### config.mk
export PLATFORM = sky130hd
export DESIGN_NAME = ex_stage
export DESIGN_NICKNAME = d
export VERILOG_FILES = /design/src/rtl/ex_pkg.sv /design/src/rtl/ex_stage_muldiv_unit.sv /design/src/rtl/ex_stage.sv
export SDC_FILE = /design/constraint.sdc
export NUM_CORES = 2
export LEC_CHECK = 0
export ABC_AREA = 1
export CORE_ASPECT_RATIO = 1.25
export CORE_UTILIZATION = 60
export DETAILED_ROUTE_END_ITERATION = 16
export GPL_ROUTABILITY_DRIVEN = 0
export HOLD_SLACK_MARGIN = 0.06
export PLACE_DENSITY = 0.9
export SYNTH_ARGS = -nofsm -noshare
export SYNTH_HDL_FRONTEND = slang
export SYNTH_SLANG_ARGS = --single-unit
### constraint.sdc
create_clock -name clk -period 6.9 [get_ports clk]
set_input_delay 1.38 -clock clk [delete_from_list [all_inputs] [get_ports clk]]
set_output_delay 1.38 -clock clk [all_outputs]
set_load 0.005 [all_outputs]
### src/rtl/ex_pkg.sv
// Shared definitions for the MIPS execute stage:
// ALU operation codes, forwarding selects and mul/div FSM states.
package ex_pkg;

  localparam logic [4:0] ALU_ADD   = 5'd0;
  localparam logic [4:0] ALU_SUB   = 5'd1;
  localparam logic [4:0] ALU_AND   = 5'd2;
  localparam logic [4:0] ALU_OR    = 5'd3;
  localparam logic [4:0] ALU_XOR   = 5'd4;
  localparam logic [4:0] ALU_NOR   = 5'd5;
  localparam logic [4:0] ALU_SLT   = 5'd6;
  localparam logic [4:0] ALU_SLTU  = 5'd7;
  localparam logic [4:0] ALU_SLL   = 5'd8;
  localparam logic [4:0] ALU_SRL   = 5'd9;
  localparam logic [4:0] ALU_SRA   = 5'd10;
  localparam logic [4:0] ALU_LUI   = 5'd11;
  localparam logic [4:0] ALU_MULT  = 5'd12;
  localparam logic [4:0] ALU_MULTU = 5'd13;
  localparam logic [4:0] ALU_DIV   = 5'd14;
  localparam logic [4:0] ALU_DIVU  = 5'd15;
  localparam logic [4:0] ALU_MFHI  = 5'd16;
  localparam logic [4:0] ALU_MFLO  = 5'd17;
  localparam logic [4:0] ALU_MTHI  = 5'd18;
  localparam logic [4:0] ALU_MTLO  = 5'd19;

  localparam logic [1:0] FWD_REG   = 2'd0;
  localparam logic [1:0] FWD_EXMEM = 2'd1;
  localparam logic [1:0] FWD_WB    = 2'd2;
  localparam logic [1:0] FWD_RSV   = 2'd3;

  typedef enum logic [1:0] {
    MD_IDLE = 2'd0,
    MD_RUN  = 2'd1,
    MD_DONE = 2'd2
  } md_state_e;

  function automatic logic is_muldiv(input logic [4:0] op);
    return (op >= ALU_MULT) && (op <= ALU_DIVU);
  endfunction

endpackage

### src/rtl/ex_stage_muldiv_unit.sv
// Iterative 32-step multiply / restoring divide with HI/LO registers.
// Operands are taken as magnitudes; signs are applied on the last step.
module muldiv_unit
  import ex_pkg::*;
(
  input  logic        clk,
  input  logic        rst,
  input  logic [4:0]  i_op,
  input  logic [31:0] i_a,
  input  logic [31:0] i_b,
  output logic [31:0] o_hi,
  output logic [31:0] o_lo,
  output logic        o_stall
);

  md_state_e   r_state;
  logic [4:0]  r_cnt;
  logic        r_div;
  logic        r_sgn_q;
  logic        r_sgn_r;
  logic        r_dz;
  logic [31:0] r_acc;
  logic [31:0] r_q;
  logic [31:0] r_b;
  logic [31:0] r_dvd;
  logic [31:0] r_hi;
  logic [31:0] r_lo;

  logic        w_start;
  logic        w_signed;
  logic        w_sa;
  logic        w_sb;
  logic [31:0] w_ma;
  logic [31:0] w_mb;
  logic [32:0] w_sum;
  logic [32:0] w_rsh;
  logic [32:0] w_diff;
  logic        w_ge;
  logic [31:0] w_acc_nx;
  logic [31:0] w_q_nx;
  logic [63:0] w_prod;

  assign w_start  = (r_state == MD_IDLE) && is_muldiv(i_op);
  assign o_stall  = w_start || (r_state == MD_RUN);
  assign o_hi     = r_hi;
  assign o_lo     = r_lo;

  assign w_signed = (i_op == ALU_MULT) || (i_op == ALU_DIV);
  assign w_sa     = w_signed & i_a[31];
  assign w_sb     = w_signed & i_b[31];
  assign w_ma     = w_sa ? -i_a : i_a;
  assign w_mb     = w_sb ? -i_b : i_b;

  // Multiply: {acc,q} shifts right, multiplier consumed from q[0].
  assign w_sum  = {1'b0, r_acc} + {1'b0, (r_q[0] ? r_b : 32'd0)};
  // Divide: {acc,q} shifts left, quotient bits enter at q[0].
  assign w_rsh  = {r_acc, r_q[31]};
  assign w_diff = w_rsh - {1'b0, r_b};
  assign w_ge   = ~w_diff[32];

  always_comb begin
    if (r_div) begin
      w_acc_nx = w_ge ? w_diff[31:0] : w_rsh[31:0];
      w_q_nx   = {r_q[30:0], w_ge};
    end else begin
      w_acc_nx = w_sum[32:1];
      w_q_nx   = {w_sum[0], r_q[31:1]};
    end
  end

  assign w_prod = {w_acc_nx, w_q_nx};

  always_ff @(posedge clk) begin
    if (rst) begin
      r_state <= MD_IDLE;
      r_cnt   <= '0;
      r_div   <= 1'b0;
      r_sgn_q <= 1'b0;
      r_sgn_r <= 1'b0;
      r_dz    <= 1'b0;
      r_acc   <= '0;
      r_q     <= '0;
      r_b     <= '0;
      r_dvd   <= '0;
      r_hi    <= '0;
      r_lo    <= '0;
    end else begin
      unique case (r_state)
        MD_IDLE: begin
          if (w_start) begin
            r_state <= MD_RUN;
            r_cnt   <= '0;
            r_div   <= (i_op == ALU_DIV) || (i_op == ALU_DIVU);
            r_sgn_q <= w_sa ^ w_sb;
            r_sgn_r <= w_sa;
            r_dz    <= (i_b == 32'd0);
            r_acc   <= '0;
            r_q     <= w_ma;
            r_b     <= w_mb;
            r_dvd   <= i_a;
          end else if (i_op == ALU_MTHI) begin
            r_hi <= i_a;
          end else if (i_op == ALU_MTLO) begin
            r_lo <= i_a;
          end
        end
        MD_RUN: begin
          r_acc <= w_acc_nx;
          r_q   <= w_q_nx;
          r_cnt <= r_cnt + 5'd1;
          if (r_cnt == 5'd31) begin
            r_state <= MD_DONE;
            if (!r_div) begin
              {r_hi, r_lo} <= r_sgn_q ? -w_prod : w_prod;
            end else if (r_dz) begin
              r_hi <= r_dvd;
              r_lo <= 32'hFFFF_FFFF;
            end else begin
              r_lo <= r_sgn_q ? -w_q_nx : w_q_nx;
              r_hi <= r_sgn_r ? -w_acc_nx : w_acc_nx;
            end
          end
        end
        MD_DONE: r_state <= MD_IDLE;
        default: r_state <= MD_IDLE;
      endcase
    end
  end

endmodule

### src/rtl/ex_stage.sv
// Execute stage: operand forwarding, ALU, branch target, write-back
// register select, and the multi-cycle multiply/divide unit.
module ex_stage
  import ex_pkg::*;
(
  input  logic        clk,
  input  logic        rst,
  input  logic        RegDst_in,
  input  logic [4:0]  ALUOp_in,
  input  logic        ALUSrc_in,
  input  logic [31:0] PC_in,
  input  logic [31:0] Reg1_in,
  input  logic [31:0] Reg2_in,
  input  logic [31:0] Ext_in,
  input  logic [4:0]  Rt_in,
  input  logic [4:0]  Rd_in,
  input  logic [1:0]  FwdA,
  input  logic [1:0]  FwdB,
  input  logic [31:0] EXMEM_Result,
  input  logic [31:0] WB_Data,
  output logic [31:0] ALUResult,
  output logic        Zero,
  output logic [31:0] BranchTarget,
  output logic [31:0] StoreData,
  output logic [4:0]  WriteReg,
  output logic        Stall
);

  logic [31:0] w_a;
  logic [31:0] w_fb;
  logic [31:0] w_b;
  logic [31:0] w_hi;
  logic [31:0] w_lo;
  logic [31:0] w_res;
  logic [4:0]  w_sh;

  function automatic logic [31:0] fwd_mux(
    input logic [1:0]  sel,
    input logic [31:0] reg_v,
    input logic [31:0] exm_v,
    input logic [31:0] wb_v
  );
    logic [31:0] v;
    v = reg_v;
    unique case (1'b1)
      (sel == FWD_EXMEM): v = exm_v;
      (sel == FWD_WB):    v = wb_v;
      default:            v = reg_v;
    endcase
    return v;
  endfunction

  assign w_a  = fwd_mux(FwdA, Reg1_in, EXMEM_Result, WB_Data);
  assign w_fb = fwd_mux(FwdB, Reg2_in, EXMEM_Result, WB_Data);
  assign w_b  = ALUSrc_in ? Ext_in : w_fb;
  assign w_sh = Ext_in[10:6];

  always_comb begin
    w_res = '0;
    case (ALUOp_in)
      ALU_ADD:  w_res = w_a + w_b;
      ALU_SUB:  w_res = w_a - w_b;
      ALU_AND:  w_res = w_a & w_b;
      ALU_OR:   w_res = w_a | w_b;
      ALU_XOR:  w_res = w_a ^ w_b;
      ALU_NOR:  w_res = ~(w_a | w_b);
      ALU_SLT:  w_res = {31'd0, $signed(w_a) < $signed(w_b)};
      ALU_SLTU: w_res = {31'd0, w_a < w_b};
      ALU_SLL:  w_res = w_fb << w_sh;
      ALU_SRL:  w_res = w_fb >> w_sh;
      ALU_SRA:  w_res = $unsigned($signed(w_fb) >>> w_sh);
      ALU_LUI:  w_res = {w_b[15:0], 16'd0};
      ALU_MFHI: w_res = w_hi;
      ALU_MFLO: w_res = w_lo;
      default:  w_res = '0;
    endcase
  end

  assign ALUResult    = w_res;
  assign Zero         = (w_res == 32'd0);
  assign BranchTarget = PC_in + {Ext_in[29:0], 2'b00};
  assign StoreData    = w_fb;
  assign WriteReg     = RegDst_in ? Rd_in : Rt_in;

  muldiv_unit u_muldiv (
    .clk     (clk),
    .rst     (rst),
    .i_op    (ALUOp_in),
    .i_a     (w_a),
    .i_b     (w_b),
    .o_hi    (w_hi),
    .o_lo    (w_lo),
    .o_stall (Stall)
  );

endmodule
==> flow_metrics.env, run 1 <==
export IMPL_status="did not finish"
export IMPL_netlist_top_cells_count="nand2_1 (1548), inv_1 (720), nor2_1 (540)"
export IMPL_failing_step="global routing (5_1_grt)"
export IMPL_synth_most_common_cell="nand2_1"
export IMPL_yosys_area_top_type_share=0.1860
export IMPL_yosys_warnings=0
export IMPL_grt_pass1_wl_mm=326.9
export IMPL_initial_core_util=0.6074
export IMPL_ys_async_sr_fraction=0
export IMPL_hold_buffers=0
export IMPL_synth_flop_cell="dfxtp_1"
export IMPL_h_tree_depth=1
export IMPL_row_count=93
export IMPL_port_buffers=313
export IMPL_syn_nets=6072
export IMPL_cts_root_buf="clkbuf_16"
export IMPL_first_error="[ERROR GRT-0116] Global routing finished with congestion. Check the congestion regions in the DRC Viewer."
export IMPL_first_global_vias=51365
export IMPL_ys_ff_latch=203
export IMPL_yosysSeqAreaShare=0.1301
export IMPL_die_w_um=206.1
export IMPL_grt_max_degree=150
export IMPL_syn_cell_area_um2=31240
export IMPL_synth_largest_area_cell="nand2_1"
export IMPL_cts_buffers=22
export IMPL_numClockSinks=203
export IMPL_yosys_cell_types_count=76
export IMPL_gr_total_overflow=1076
export IMPL_die_y_um=257.1
export IMPL_ys_top_cells_by_area="nand2_1 (19%), dfxtp_1 (13%), inv_1 (8.7%), o21ai_0 (8.5%), ha_1 (8.1%)"
export IMPL_synth_edf_count=0
export IMPL_ios=318
export IMPL_dpl_hpwl_mm=126.6
export IMPL_syn_area_per_cell_um2=5.530
export IMPL_track_usage=0.7913
export IMPL_postSynthCellCount=5649
export IMPL_clock_path_buffers=3
## logic make-up after synthesis
group / share of synthesized area
adders and majority gates: 0.08452
muxes: 0.003084
DFF: 0.1301
xor gates and xnor gates: 0.01907
buffers and inverters: 0.1263
and+or+nand+nor: 0.3798
AOI/OAI and AO/OA: 0.2571
## stage by stage
| stage | setup WS [ps] | instances | hold WS, ps | cell area, µm² |
|---|---|---|---|---|
| CTS | 2.945 | 7114 | 470.5 | 41080 |
| detailed placement | -1155 | 7026 | 460.9 | 39210 |
| global placement | -1115 | 7026 | 449.9 | 39210 |
| floorplan | 444.3 | 5649 | 435.0 | 31240 |
## what timing repair did
item                       CTS
pin swaps                   41
setup buffers               46
gates cloned                 2
resized for setup          217
setup endpoints to repair   29
## per-layer routing
metal	track usage	GRT overflow
met2	0.9521	680
met4	0.7857	330
met3	0.6470	34
met1	0.7758	24
met5	0.4530	8
==> inputs of run 2 (changes only) <==
--- a/config.mk
+++ b/config.mk
@@ -6,12 +6,10 @@
 export NUM_CORES = 2
 export LEC_CHECK = 0
 export ABC_AREA = 1
-export CORE_ASPECT_RATIO = 1.25
-export CORE_UTILIZATION = 60
+export CORE_UTILIZATION = 40
 export DETAILED_ROUTE_END_ITERATION = 16
 export GPL_ROUTABILITY_DRIVEN = 0
-export HOLD_SLACK_MARGIN = 0.06
-export PLACE_DENSITY = 0.9
+export PLACE_DENSITY_LB_ADDON = 0.15
 export SYNTH_ARGS = -nofsm -noshare
 export SYNTH_HDL_FRONTEND = slang
 export SYNTH_SLANG_ARGS = --single-unit
==> flow_metrics.env, run 2 <==
export IMPL_clock_path_buffers=3
export IMPL_powerDensity_nw_per_um2=166.3
export IMPL_layout_common_cells="nand2_1 (1518), buf_4 (779), inv_1 (685), nor2_1 (517), o21ai_0 (447)"
export IMPL_synth_most_common_cell="nand2_1"
export IMPL_drive_gt1_frac=0.1960
export IMPL_gr_total_overflow=0
export IMPL_max_freq_ghz=0.1434
export IMPL_first_global_vias=40051
export IMPL_slew_headroom=0.1135
export IMPL_worstSetupPathType="in2out"
export IMPL_syn_cell_area_um2=31240
export IMPL_hold_slack_ps=461.8
export IMPL_dp_cells=7476
export IMPL_syn_area_per_cell_um2=5.530
export IMPL_synth_largest_area_cell="nand2_1"
export IMPL_fin_crit_ps=6974
export IMPL_antenna_left=0
export IMPL_die_w_um=281.5
export IMPL_clk_pin_slew_worst_paths_ps=60
export IMPL_die_y_um=281.5
export IMPL_initial_core_util=0.4039
export IMPL_netlist_top_cells_count="nand2_1 (1548), inv_1 (720), nor2_1 (540)"
export IMPL_drc=2
export IMPL_layout_cells_non_filler=7598
export IMPL_hold_path_class="reg2reg"
export IMPL_clock_skew_ps=26.12
export IMPL_yosys_warnings=0
export IMPL_cts_tree="built"
export IMPL_worst_skew_pair_late_latency_ps=580
export IMPL_drt_iter0_drc=5876
export IMPL_crit_chain="clkdlybuf4s15_1 > ha_2 > inv_2 > buf_4 > buf_4 > o21ai_0 > inv_1 > ha_1 > nand2_1 > nor3_1 > nor3b_1 > buf_4 > nand4_1 > nand2_1 > nand2_1 > nand3_1 > nand4_1 > nor2_1 > nand2_1 > nor2_2 > nand3_2 > nor2_4 > buf_2"
export IMPL_dr_pass1_iters=14
export IMPL_die_area_um2=79210
export IMPL_ys_top_cells_by_area="nand2_1 (19%), dfxtp_1 (13%), inv_1 (8.7%), o21ai_0 (8.5%), ha_1 (8.1%)"
export IMPL_grt_pass1_wl_mm=252.2
export IMPL_finalSetupViolations=1
export IMPL_dpl_hpwl_mm=140.6
export IMPL_track_usage=0.4234
export IMPL_path_buf_inv=7
export IMPL_finalPower_uw=7166
export IMPL_regArea_um2=4069
export IMPL_power_leakage_uw=0.02124
export IMPL_synth_flop_cell="dfxtp_1"
export IMPL_violations="DRC, setup timing"
export IMPL_yosys_cell_types_count=76
export IMPL_fillers=7955
export IMPL_cp_top_family="simple AND/OR/NAND/NOR gates"
export IMPL_h_tree_depth=1
export IMPL_row_count=102
export IMPL_ys_ff_latch=203
export IMPL_cp_start_kind="input port"
export IMPL_cts_buffers=27
export IMPL_multi_input_area_um2=24430
export IMPL_end_kind="primary output"
export IMPL_port_buffers=313
export IMPL_fin_tns_setup_ps=-73.68
export IMPL_grt_max_degree=88
export IMPL_areaGrowthSynthToFinish_pct=37.91
export IMPL_pre_cts_ws_ps=-1512
export IMPL_numClockSinks=203
export IMPL_max_stage_delay_ps=480
export IMPL_period_share=1.011
export IMPL_max_cap_viol_count=0
export IMPL_postSynthCellCount=5649
export IMPL_ys_async_sr_fraction=0
export IMPL_required_ps=5520
export IMPL_hold_buffers=0
export IMPL_vias=43869
export IMPL_routed_wl_mm=174.0
export IMPL_cts_root_buf="clkbuf_16"
export IMPL_path_max_fanout=17
export IMPL_core_area_um2=77340
export IMPL_final_common_cell="nand2_1"
export IMPL_worst_pin_slew_ps=1325
export IMPL_arrival_ps=5590
export IMPL_clockPowerShare=0.224
export IMPL_hold_viol=0
export IMPL_status="finished, violations left"
export IMPL_nNetsFinal=6957
export IMPL_grt_setup_unrepaired="yes"
export IMPL_internal_power_uw=3989
export IMPL_synth_edf_count=0
export IMPL_switchingPower_uw=3177
export IMPL_seqPwrFrac=0.181
export IMPL_ios=318
export IMPL_yosys_area_top_type_share=0.1860
export IMPL_antenna_found_initial=6
export IMPL_crit_top_cell="nand2_1"
export IMPL_yosysSeqAreaShare=0.1301
export IMPL_syn_nets=6072
export IMPL_switching_share=0.4433
export IMPL_timing_final_ws_setup_ps=-73.68
export IMPL_combPwrFrac=0.594
export IMPL_ir_drop_v=0.0001506
export IMPL_slowest_stage="o21ai_0"
export IMPL_maxSlewViolCount=0
export IMPL_avgViaCountPerCell=5.774
export IMPL_avgRoutedWirePerCell_um=22.90
[run 2: cell counts after synthesis]
No cell type changed its count.
[run 2: repair_timing]
item                       4_1_cts  5_1_grt
gates cloned                     2        0
buffers inserted                59       12
setup endpoints to repair       30       37
gates resized for setup        255      169
pin swaps                       58       59
[run 2: stage by stage]
| step | utilization | instance area, µm² |
|---|---|---|
| after detailed placement | 0.5201 | 40220 |
| after CTS | 0.5499 | 42530 |
| after global routing | 0.5570 | 43080 |
| final | 0.5570 | 43080 |
| after floorplan | - | 31240 |
| after global placement | 0.5201 | 40220 |
[run 2: kinds of logic after synthesis]
logic type | Yosys count | share of synthesized area
AND/OR/NAND/NOR | 2778 | 0.3798
XOR/XNOR | 68 | 0.01907
AO/OA/AOI/OAI | 1371 | 0.2571
multiplexers | 9 | 0.003084
adder cells (fa/ha/maj) | 208 | 0.08452
flip-flops | 203 | 0.1301
buffers and inverters | 1012 | 0.1263
[run 2: worst paths after layout]
path                      from                end  slack [ps]  cells past startpoint
max                    FwdA[1]               Zero         -70                     23
min          u_muldiv.r_cnt[3]  u_muldiv.r_cnt[3]         460                      2
max reg2reg   u_muldiv.r_q[31]  u_muldiv.o_hi[12]        1230                     33
min reg2reg  u_muldiv.r_cnt[3]  u_muldiv.r_cnt[3]         460                      2
[run 2: power groups by stage]
stage	Clock, µW	Sequential [µW]	Combinational, µW
floorplan	0	1290	1860
global placement	0	1320	3730
detailed placement	0	1320	3740
CTS	1610	1290	3990
global route	1650	1300	4500
finish	1610	1300	4260
[run 2: tightest hold or removal path, stage by stage (launching register included)]
cell and delay (ps):
dfxtp_1 310, nand2_1 60, a21oi_1 50
[run 2: area by class of cell]
| class | instances | share of cell area |
|---|---|---|
| Clock inverter | 11 | 0.004269 |
| Sequential cell | 203 | 0.09445 |
| Inverter | 745 | 0.06532 |
| Timing Repair Buffer | 1123 | 0.2192 |
| Multi-Input combinational cell | 4434 | 0.5671 |
| Clock buffer | 39 | 0.01928 |
| Antenna cell | 3 | 0.0001743 |
| Tap cell | 1040 | 0.03021 |
[run 2: layer usage]
layer  track usage  wire (µm)  vias to the layer above
li1              -          -                    20531
met1        0.5164      65720                    19737
met2        0.6343      71250                     2871
met3        0.1153      20820                      712
met4        0.3166      15930                       18
met5             0        242                        -
No activity file was read; power rests on OpenSTA's default activity.
